$ cat src/rtl/apuf_eval_ctrl.sv
// Purpose : sequences one arbiter-PUF delay line (precharge / launch / sample, repeated) and majority-votes the result.
// Latency : resp_valid rises repeats*(2*settle_cycles+1)+1 cycles after the accepting edge.
// Backpressure: one request in flight; req_ready stays low until the response handshake, and the response is held while resp_ready is low.
//
// Ports:
//   clk, rst_n                 system clock, synchronous active-low reset
//   req_valid/req_ready        challenge request handshake, req_challenge sampled on accept
//   challenge_out, launch      drive the delay line (launch feeds its clk input)
//   arb_in                     arbiter flop output, asynchronous to clk
//   resp_valid/resp_ready      response handshake carrying resp_bit and resp_ones
//   busy                       high in any state other than IDLE
module apuf_eval_ctrl #(
    parameter int line_length   = 64,
    parameter int repeats       = 15,
    parameter int settle_cycles = 4
) (
    input  logic                             clk,
    input  logic                             rst_n,
    input  logic                             req_valid,
    output logic                             req_ready,
    input  logic [line_length-1:0]           req_challenge,
    output logic [line_length-1:0]           challenge_out,
    output logic                             launch,
    input  logic                             arb_in,
    output logic                             resp_valid,
    input  logic                             resp_ready,
    output logic                             resp_bit,
    output logic [$clog2(repeats+1)-1:0]     resp_ones,
    output logic                             busy
);

    // An even vote count could tie, and fewer than 3 settle cycles would
    // not cover the arb_in synchronizer latency.
    if (repeats < 1 || (repeats % 2) == 0) begin : g_bad_repeats
        $error("apuf_eval_ctrl: repeats must be odd and >= 1");
    end
    if (settle_cycles < 3) begin : g_bad_settle
        $error("apuf_eval_ctrl: settle_cycles must be >= 3");
    end

    localparam int CW = $clog2(repeats + 1);
    localparam int PW = $clog2(settle_cycles + 1);

    localparam logic [CW-1:0] REP_LAST   = CW'(repeats - 1);
    localparam logic [CW-1:0] HALF       = CW'(repeats / 2);
    localparam logic [PW-1:0] PHASE_LAST = PW'(settle_cycles - 1);

    typedef enum logic [2:0] {
        ST_IDLE      = 3'd0,
        ST_PRECHARGE = 3'd1,
        ST_LAUNCH    = 3'd2,
        ST_SAMPLE    = 3'd3,
        ST_RESP      = 3'd4
    } state_t;

    state_t          state;
    state_t          state_nxt;

    logic [1:0]      arb_sync;
    logic            arb_s;
    logic [PW-1:0]   ph_cnt;
    logic [CW-1:0]   rep_cnt;
    logic [CW-1:0]   ones_cnt;

    logic            phase_last;
    logic            rep_last;
    logic            accept;
    logic            resp_done;
    logic            capture;
    logic            req_ready_nxt;
    logic            launch_nxt;
    logic            resp_valid_nxt;

    assign arb_s      = arb_sync[1];
    assign phase_last = (ph_cnt == PHASE_LAST);
    assign rep_last   = (rep_cnt == REP_LAST);
    assign accept     = (state == ST_IDLE) && req_valid && req_ready;
    assign resp_done  = resp_valid && resp_ready;

    // State register
    always_ff @(posedge clk) begin
        if (!rst_n) begin
            state <= ST_IDLE;
        end else begin
            state <= state_nxt;
        end
    end

    // Next-state logic
    always_comb begin
        state_nxt = state;
        case (state)
            ST_IDLE:      if (accept)     state_nxt = ST_PRECHARGE;
            ST_PRECHARGE: if (phase_last) state_nxt = ST_LAUNCH;
            ST_LAUNCH:    if (phase_last) state_nxt = ST_SAMPLE;
            ST_SAMPLE:    state_nxt = rep_last ? ST_RESP : ST_PRECHARGE;
            ST_RESP:      if (resp_done)  state_nxt = ST_IDLE;
            default:      state_nxt = ST_IDLE;
        endcase
    end

    // Output logic: next values for the registered outputs, so every
    // output pin (launch in particular) comes straight from a flop.
    always_comb begin
        busy           = (state != ST_IDLE);
        req_ready_nxt  = (state_nxt == ST_IDLE);
        launch_nxt     = (state_nxt == ST_LAUNCH) || (state_nxt == ST_SAMPLE);
        // First RESP cycle captures the final count; resp_valid follows a cycle later.
        capture        = (state == ST_RESP) && !resp_valid;
        resp_valid_nxt = (state == ST_RESP) && !resp_done;
    end

    // Datapath registers
    always_ff @(posedge clk) begin
        if (!rst_n) begin
            arb_sync      <= '0;
            req_ready     <= 1'b0;
            launch        <= 1'b0;
            resp_valid    <= 1'b0;
            resp_bit      <= 1'b0;
            resp_ones     <= '0;
            challenge_out <= '0;
            ph_cnt        <= '0;
            rep_cnt       <= '0;
            ones_cnt      <= '0;
        end else begin
            arb_sync   <= {arb_sync[0], arb_in};
            req_ready  <= req_ready_nxt;
            launch     <= launch_nxt;
            resp_valid <= resp_valid_nxt;

            // Challenge only moves on accept, so the line is never
            // reconfigured while an edge is in flight.
            if (accept) begin
                challenge_out <= req_challenge;
                ones_cnt      <= '0;
                rep_cnt       <= '0;
            end

            if (state != state_nxt) begin
                ph_cnt <= '0;
            end else if (state == ST_PRECHARGE || state == ST_LAUNCH) begin
                ph_cnt <= ph_cnt + PW'(1);
            end

            if (state == ST_SAMPLE) begin
                ones_cnt <= ones_cnt + CW'(arb_s);
                rep_cnt  <= rep_cnt + CW'(1);
            end

            if (capture) begin
                resp_ones <= ones_cnt;
                resp_bit  <= (ones_cnt > HALF);
            end
        end
    end

endmodule

$ cat config.mk
export PLATFORM = sky130hd
export DESIGN_NAME = apuf_eval_ctrl
export DESIGN_NICKNAME = d
export VERILOG_FILES = /design/src/rtl/apuf_eval_ctrl.sv
export SDC_FILE = /design/constraint.sdc
export NUM_CORES = 1
export LEC_CHECK = 0
export CAP_MARGIN = 20
export CORE_ASPECT_RATIO = 1.1
export CORE_MARGIN = 5
export CORE_UTILIZATION = 44
export CTS_BUF_LIST = sky130_fd_sc_hd__clkbuf_2
export CTS_CLUSTER_DIAMETER = 200
export DETAILED_ROUTE_END_ITERATION = 8
export PLACE_DENSITY = 0.93
export SLEW_MARGIN = 20
export SYNTH_ARGS = -nofsm -noshare
export SYNTH_HDL_FRONTEND = slang
export SYNTH_SLANG_ARGS = --single-unit
$ cat constraint.sdc
create_clock -name clk -period 1.95 [get_ports clk]
set_clock_uncertainty 0.05 [all_clocks]
set_input_delay 0.2925 -clock clk [delete_from_list [all_inputs] [get_ports clk]]
set_output_delay 0.2925 -clock clk [all_outputs]
set_load 0.02 [all_outputs]
# After elaboration in Yosys (flattened, before gate mapping)
# Cells that the tools add are included.
# W data, S select, Z words.
op_classes:
  add_sub_neg: 3
  magnitude_cmp: 1
  n_reduce_logical: 14
  muxes: 9
  eq_ne: 9
  bitwise: 1
ops:
  columns: ["cell", "n"]
  rows:
  - ["$eq A3 B2 Y1 const B", 5]
  - ["$mux W3", 5]
  - ["$pmux W3 S5", 1]
  - ["$mux W4", 3]
  - ["$logic_not A3 Y1", 2]
  - ["$logic_and A1 B1 Y1", 5]
  - ["$add A4 B1 Y4", 1]
  - ["$add A4 B1 Y4 const B", 1]
  - ["$eq A4 B4 Y1 const B", 1]
  - ["$gt A4 B3 Y1 const B", 1]
  - ["$add A3 B1 Y3 const B", 1]
  - ["$eq A3 B1 Y1 const B", 1]
  - ["$eq A3 B3 Y1 const B", 1]
  - ["$ne A3 B3 Y1", 1]
  - ["$reduce_bool A3 Y1", 1]
  - ["$logic_not A1 Y1", 2]
  - ["$logic_or A1 B1 Y1", 2]
  - ["$reduce_bool A2 Y1", 1]
  - ["$reduce_or A2 Y1", 1]
  - ["$not A1 Y1", 1]
totals:
  output_inout_bits: 73
  word_cells: 48
  inputBits: 69
  ff_bits: 88

# Depth between registers and ports, before layout
# Gate-level depths: netlist of run 1.
depth:
  depth_word: 7
  ltp_mapped: 7
  ltp_nobuf: 6

# Worst setup path after synthesis of run 1
# Ideal clock, no wire load.
synth_timing:
  path_type: "flip-flop to flip-flop"
  start: "reg ph_cnt[0]"
  end: "reg ph_cnt[1]"
  arrival_time_ns: 1.471
  path_buffers: 0
  setup_time_ns: 0.086
  slack_ns: 0.343
  t_required_ns: 1.814
  path_stages_with_launch: 7
  synth_period_minus_slack_ns: 1.607
  path_cell_list: "dfxtp_1 ha_1 ha_1 mux2i_1 a211oi_2 or3_1 a211oi_1"
synth_via:
  elab_chain_len: 5
  elab_cells_between_ends: 7
  cone_classes: "1 x add/sub; 2 x eq/ne; 3 x mux; 1 x reduce/logical"
synth_rtl:
  columns: ["item", "line", "source"]
  rows:
  - ["from (decl)", "61", "logic [PW-1:0] ph_cnt;"]
  - ["from (signal assigned)", "143", "ph_cnt <= ph_cnt + PW'(1);"]
  - ["$eq A3 B2 Y1", "75", "assign phase_last = (ph_cnt == PHASE_LAST);"]
  - ["$mux W3 (on tied branches)", "95, 94", null]
  - ["$pmux W3 S5", "92", "case (state)"]
  - ["$ne A3 B3 Y1", "140", "if (state != state_nxt) begin"]
  - ["$reduce_or A2 Y1 (no source line)", null, null]
# Several ways; a longest one is shown, not always the timed one.
# A chain may end at the register's enable or synchronous reset.

# Final worst setup path of run 1
layout_timing:
  start: "reg state[2]"
  end: "out busy"
layout_via:
  elab_chain_len: 1
layout_rtl:
  columns: ["item", "line", "source"]
  rows:
  - ["from (decl)", "56", "state_t state;"]
  - ["from (signal assigned)", "85", "state <= state_nxt;"]
  - ["$reduce_bool A3 Y1", "105", "busy = (state != ST_IDLE);"]
  - ["to (decl)", "29", "output logic busy"]
# No other way between the ends.

==> results of run 1 <==
-- registers in the layout (all words and copies together) (netlist names) --
signal	cells
challenge_out	64
state	3
rep_cnt	4
launch	1
req_ready	1
ph_cnt	3
resp_valid	1
arb_sync	2
resp_ones	4
ones_cnt	4
resp_bit	1
-- cell usage in the layout (no fill, tap or decap), drive strengths merged, types with 2 or more instances in the layout --
master           n
nor3             2
nor4             2
and3             8
nor2b            3
dlygate4sd2      3
buf              7
a211oi           3
clkbuf          11
nand3            3
clkdlybuf4s50   96
inv              3
o21ai            6
mux2i            2
xnor2            2
clkinv           2
a21oi            2
and2             6
nor2             7
dlymetal6s2s    41
nand2          137
o21a             3
nand3b           3
dfxtp           88
nand4            2
ha               6
or3              2
nand2b           2
a21boi          71
clkinvlp         2
-- worst min-delay path: stages --
cell and delay, ns:
clkdlybuf4s50_1 0.40, nand2_1 0.05, a21boi_1 0.05
-- path summary, 6_finish.rpt --
check	slack, ns	end	from
worst max-delay path	0.05	busy	state[2]$_SDFF_PN0_
worst min-delay path	0.23	challenge_out[38]$_SDFFE_PN0P_	req_challenge[38]
worst max register to register	0.11	ph_cnt[2]$_SDFFE_PP0P_	ph_cnt[0]$_SDFFE_PP0P_
worst min register to register	0.41	arb_sync[1]$_SDFF_PN0_	arb_sync[0]$_SDFF_PN0_
-- Yosys cell counts (all sizes together), types with 2 or more instances --
library cell / instances
nor2b: 3
clkbuf: 16
nand3b: 3
o21ai: 6
inv: 3
dfxtp: 88
and2: 6
xnor2: 2
nand4: 2
a21oi: 2
o21a: 3
and3: 8
nand2: 137
nor3: 2
mux2i: 2
a211oi: 3
ha: 6
a21boi: 71
nor4: 2
nor2: 7
or3: 2
buf: 12
nand3: 3
nand2b: 2
-- metal layers --
metal / GRT usage, % / vias to the layer above / routed length, um
met4: 6.19 / 0 / 187
li1: - / 1579 / -
met2: 32.4 / 121 / 4660
met1: 21.9 / 1473 / 3850
met5: 0 / - / 0
met3: 4.35 / 19 / 630
-- through the flow --
step,cells,hold WS (ns),worst slack (ns)
after global routing,643,0.175,-0.0770
after floorplan,400,0.362,0.343
after detailed placement,626,0.368,0.111
after global placement,626,0.369,0.176
after CTS,642,0.179,0.000794
final,643,0.226,0.0509
-- power by group --
group,internal [mW],switching [mW]
Combinational,0.315,0.284
Sequential,1.88,0.0449
Clock,0.304,0.599
-- repair_timing --
item / 4_1_cts / 5_1_grt
buffers inserted: 0 / 1
resized for setup: 9 / 43
hold buffers: 0 / 0
endpoints found under the hold margin: 0 / 0
setup endpoints to repair: 3 / 44
-- cell type report --
type                            instances  area [um2]  share of cell area [%]
Clock buffer                           11        55.1                    1.06
Clock inverter                          5        57.6                    1.11
Inverter                                3        11.3                   0.217
Multi-Input combinational cell        281        1590                    30.6
Sequential cell                        88        1770                    34.1
Tap cell                              108         135                    2.60
Timing Repair Buffer                  147        1580                    30.3
-- cells by family after synthesis --
group / share of synthesized area (%)
AOI/OAI and AO/OA: 18.9
xor gates and xnor gates: 0.501
adders and majority gates: 2.15
buffers and inverters: 4.43
DFF: 50.3
muxes: 0.894
and+or+nand+nor: 22.7
==> flow_summary.yaml, run 1 <==
global_route:
  grt_pass1_vias: 3097
  antenna_found_initial: 0
  grt_overflow_total: 0
  grt_max_degree: 86
  grt_usage_pct: 18.6
  grt_pass1_wl_mm: 14.7
placed_design:
  dpl_cell_area_mm2: 0.00496
  gp_congestion: 0.827
  hpwl_mm: 6.65
  port_buffers: 141
sta:
  period_needed_ns: 1.90
  max_freq_mhz: 527
  hold_viol_final: 0
  rsz0062_at_grt: "true"
  fin_setup_tns_ns: 0
  tightest_slew_ns: 0.685
  setup_violations: 0
  finalMaxSlewViolations: 0
  fin_crit_sh_pct: 97.4
  slew_headroom_pct: 54.3
yosys:
  yosysWarnings: 0
  synth_area_mm2: 0.00350
  synth_edf_count: 0
  synthFlopType: "dfxtp_1"
  synth_cell_types: 39
  avgSynthCellArea_um2: 8.75
  ys_seq_elements: 88
  synth_top_area_share_pct: 50.3
  syn-num-nets: 475
  yosysSeqAreaShare_pct: 50.3
  synthTopCellsByArea: "dfxtp_1 50%, nand2_1 15%, a21boi_0 9.9%"
  syn_inst: 400
  synth_largest_area_cell: "dfxtp_1"
  async_flop_share_pct: 0
outcome:
  status: "finished clean"
run:
  drv_cap: 0
setup_path:
  crit_fanout: 8
  crit_buf_inv: 2
  cpPeakStageDelay_ns: 0.43
  slowest_stage: "dfxtp_4"
  startpoint_type: "flip-flop"
  end_kind: "primary output"
  critPathTopFamily: "flip-flops"
  crit_arrival_ns: 1.56
  worst-r2r-cell-count: 6
  worstPathRequired_ns: 1.61
  crit_chain: "nor3_4 > inv_1 > dlygate4sd2_1"
  critPathKind: "reg -> out"
  cp.depth: 3
finish:
  fin_util_pct: 66.4
  layout.nets: 605
  final_area_mm2: 0.00520
  drive_gt1_share_pct: 6.54
  diodes: 0
  fillers: 634
  area_growth_pct: 48.6
clock_tree:
  root_buffer: "clkbuf_2"
  insertion_delay_ns: 0.49
  cts_buffers: 9
  cts_tree: "built"
  htree_levels: 3
  cts.clk_slew.worst_paths_ns: 0.26
  clock_sinks: 88
  clock_tree.buffer_depth: 2
floorplanning:
  core_area_mm2: 0.00783
  fp.dieW_um: 95.0
  fp.dieArea_mm2: 0.00984
  start_util_pct: 44.7
  rows: 34
  boundaryPins: 142
  die_y_um: 104
pwr:
  powerDensity_mw_per_mm2: 658
  p_leak_nw: 2.58
  p_total_mw: 3.42
  vdd_drop_max_mv: 0.354
route:
  drt_iter0_markers: 166
  dr.pass1.iters: 4
  detail-route-antenna-nets: 0
  wl_per_cell_um: 14.5
  viasPerCell: 4.96
  routed_wl_mm: 9.33
  vias: 3192
  remaining_drc_errors: 0
hold_path:
  whs_path_depth: 3
  min_path_type: "in -> reg"
No activity file was read; power rests on OpenSTA's default activity.
==> run 2: changes to the inputs <==
Settings changed: CORE_UTILIZATION 44 to 48, PLACE_DENSITY 0.93 to 0.95.
Clock period 1.95 ns to 2.3 ns, I/O delays scaled along.
==> run 2 against run 1 <==
  * Wire length shrank 6.1%
  * Flip-flop and latch count stayed put
  * Core utilization rose by 4.8 points
  * Non-clock buffer count shrank 1
  * Via count down 2.7%
  * Sequential share of layout area increased by 1.1 points
  * Critical path depth fell by 2
==> flow_summary.yaml, run 2 (same netlist as run 1, synthesis figures left out) <==
floorplanning:
  die_y_um: 99.6
  boundaryPins: 142
  fp.dieArea_mm2: 0.00910
  fp.dieW_um: 91.4
  start_util_pct: 49.7
  core_area_mm2: 0.00705
  rows: 32
global_route:
  antenna_found_initial: 0
  grt_usage_pct: 18.8
  grt_max_degree: 86
  grt_overflow_total: 0
  grt_pass1_vias: 3034
  grt_pass1_wl_mm: 14.3
pwr:
  swShare_pct: 27.7
  p_sw_mw: 0.771
  power_frac_clock_pct: 23.3
  p_leak_nw: 1.84
  seqPwrFrac_pct: 58.5
  power.internal_mw: 2.01
  powerDensity_mw_per_mm2: 554
  vdd_drop_max_mv: 0.514
  power_frac_comb_pct: 18.2
finish:
  final_area_mm2: 0.00502
  largest_reg_flops: 64
  diodes: 0
  seqCellArea_mm2: 0.00177
  final_common_cell: "clkdlybuf4s50_1"
  largest-register: "challenge_out"
  fillers: 530
  multi_input_area_mm2: 0.00159
  layout.nets: 604
  layout_common_cells: "139 x clkdlybuf4s50_1, 137 x nand2_1, 85 x dfxtp_1"
  area_growth_pct: 43.5
  drive_gt1_share_pct: 5.99
clock_tree:
  htree_levels: 3
  cts_buffers: 9
  insertion_delay_ns: 0.48
  cts_tree: "built"
  clock_sinks: 88
  root_buffer: "clkbuf_2"
  ctsHoldBuffers: 0
  cts.clk_slew.worst_paths_ns: 0.23
  clock_tree.buffer_depth: 2
sta:
  slew_headroom_pct: 56.6
  fin_crit_sh_pct: 88.5
  hold_viol_final: 0
  fin_setup_tns_ns: 0
  tightest_slew_ns: 0.651
  finalMaxSlewViolations: 0
  period_needed_ns: 2.04
  setup_violations: 0
  max_freq_mhz: 491
  rsz0062_at_grt: "false"
run:
  drv_cap: 0
setup_path:
  critPathTopFamily: "buffers and inverters"
  critPathKind: "reg -> out"
  worstPathRequired_ns: 1.90
  end_kind: "primary output"
  startpoint_type: "flip-flop"
  slowest_stage: "clkdlybuf4s50_1"
  cpPeakStageDelay_ns: 0.65
  crit_chain: "clkdlybuf4s50_1"
  crit_buf_inv: 1
  crit_fanout: 8
  crit_arrival_ns: 1.64
placed_design:
  port_buffers: 141
  dpl_cell_area_mm2: 0.00492
  hpwl_mm: 6.46
  gp_congestion: 0.787
route:
  dr.max_layer_used: "met4"
  viasPerCell: 5.02
  drt_iter0_markers: 87
  met1_length_mm: 3.60
  wl_met2_mm: 4.49
  wl_per_cell_um: 14.1
  dr.pass1.iters: 6
  routed_wl_mm: 8.76
  remaining_drc_errors: 0
  wl_met3_um: 566
  detail-route-antenna-nets: 0
  vias: 3107
outcome:
  status: "finished clean"
hold_path:
  min_path_type: "in -> reg"
[run 2: cell types whose count changed in the layout (fill, tap and decap cells not counted), moves of 2 or more]
cell,delta
dfxtp_1,+2
clkdlybuf4s50_1,+43
dlygate4sd2_1,-3
dlymetal6s2s_1,-40
[run 2: final cells by class]
cell class	count	area share, %
Tap cell	85	2.12
Multi-Input combinational cell	281	31.6
Timing Repair Buffer	146	29.1
Sequential cell	88	35.2
Clock buffer	11	1.10
Clock inverter	5	0.673
Inverter	3	0.224
[run 2: power by group through the flow]
stage,Clock [mW],Sequential (mW),Combinational (mW)
after floorplan,0,1.72,0.170
after global placement,0,1.66,0.500
after detailed placement,0,1.66,0.510
after CTS,0.680,1.63,0.513
after global routing,0.736,1.64,0.546
final,0.649,1.63,0.506
[run 2: final timing paths]
kind | from | to | slack [ns] | cells past startpoint
hold / removal | rst_n | ph_cnt[1]$_SDFFE_PP0P_ | 0.28 | 3
setup / recovery | resp_valid$_SDFF_PN0_ | resp_valid | 0.26 | 1
hold reg to reg | arb_sync[0]$_SDFF_PN0_ | arb_sync[1]$_SDFF_PN0_ | 0.41 | 1
setup reg to reg | state[2]$_SDFF_PN0_ | challenge_out[4]$_SDFFE_PN0P_ | 0.48 | 5
[run 2: worst reg2reg max path: stages (launching register included)]
cell and delay [ns]:
dfxtp_2 0.43, nor3_2 0.27, and3_4 0.49, buf_12 0.25, nand2_1 0.08, a21boi_0 0.19
[run 2: routing by layer]
layer,track usage (%),vias to the layer above
li1,-,1572
met3,3.86,8
met5,0,-
met1,22.4,1417
met4,6.21,0
met2,33.4,110
[run 2: stage by stage]
step                      util (%)  setup WS, ns  total power, mW  hold slack, ns  instances
after global routing          71.3         0.146             2.92           0.267        619
after detailed placement      69.9         0.317             2.17           0.369        603
after CTS                     71.2        0.0512             2.82           0.217        619
after floorplan                  -         0.693             1.89           0.362        400
final                         71.3         0.265             2.78           0.278        619
after global placement        69.9         0.419             2.16           0.369        603
[run 2: what timing repair did]
action                                  4_1_cts  5_1_grt
buffers inserted                              0        0
endpoints found under the setup margin        1        1
gates cloned                                  0        0
endpoints found under the hold margin         0        0
resized for setup                             3        2
==> run 3: changes to the inputs <==
Settings changed: SKIP_LAST_GASP set to 1, TNS_END_PERCENT set to 100.
==> results of run 3 <==
No change in the layout: final DEF, timing and power equal those of run 2.
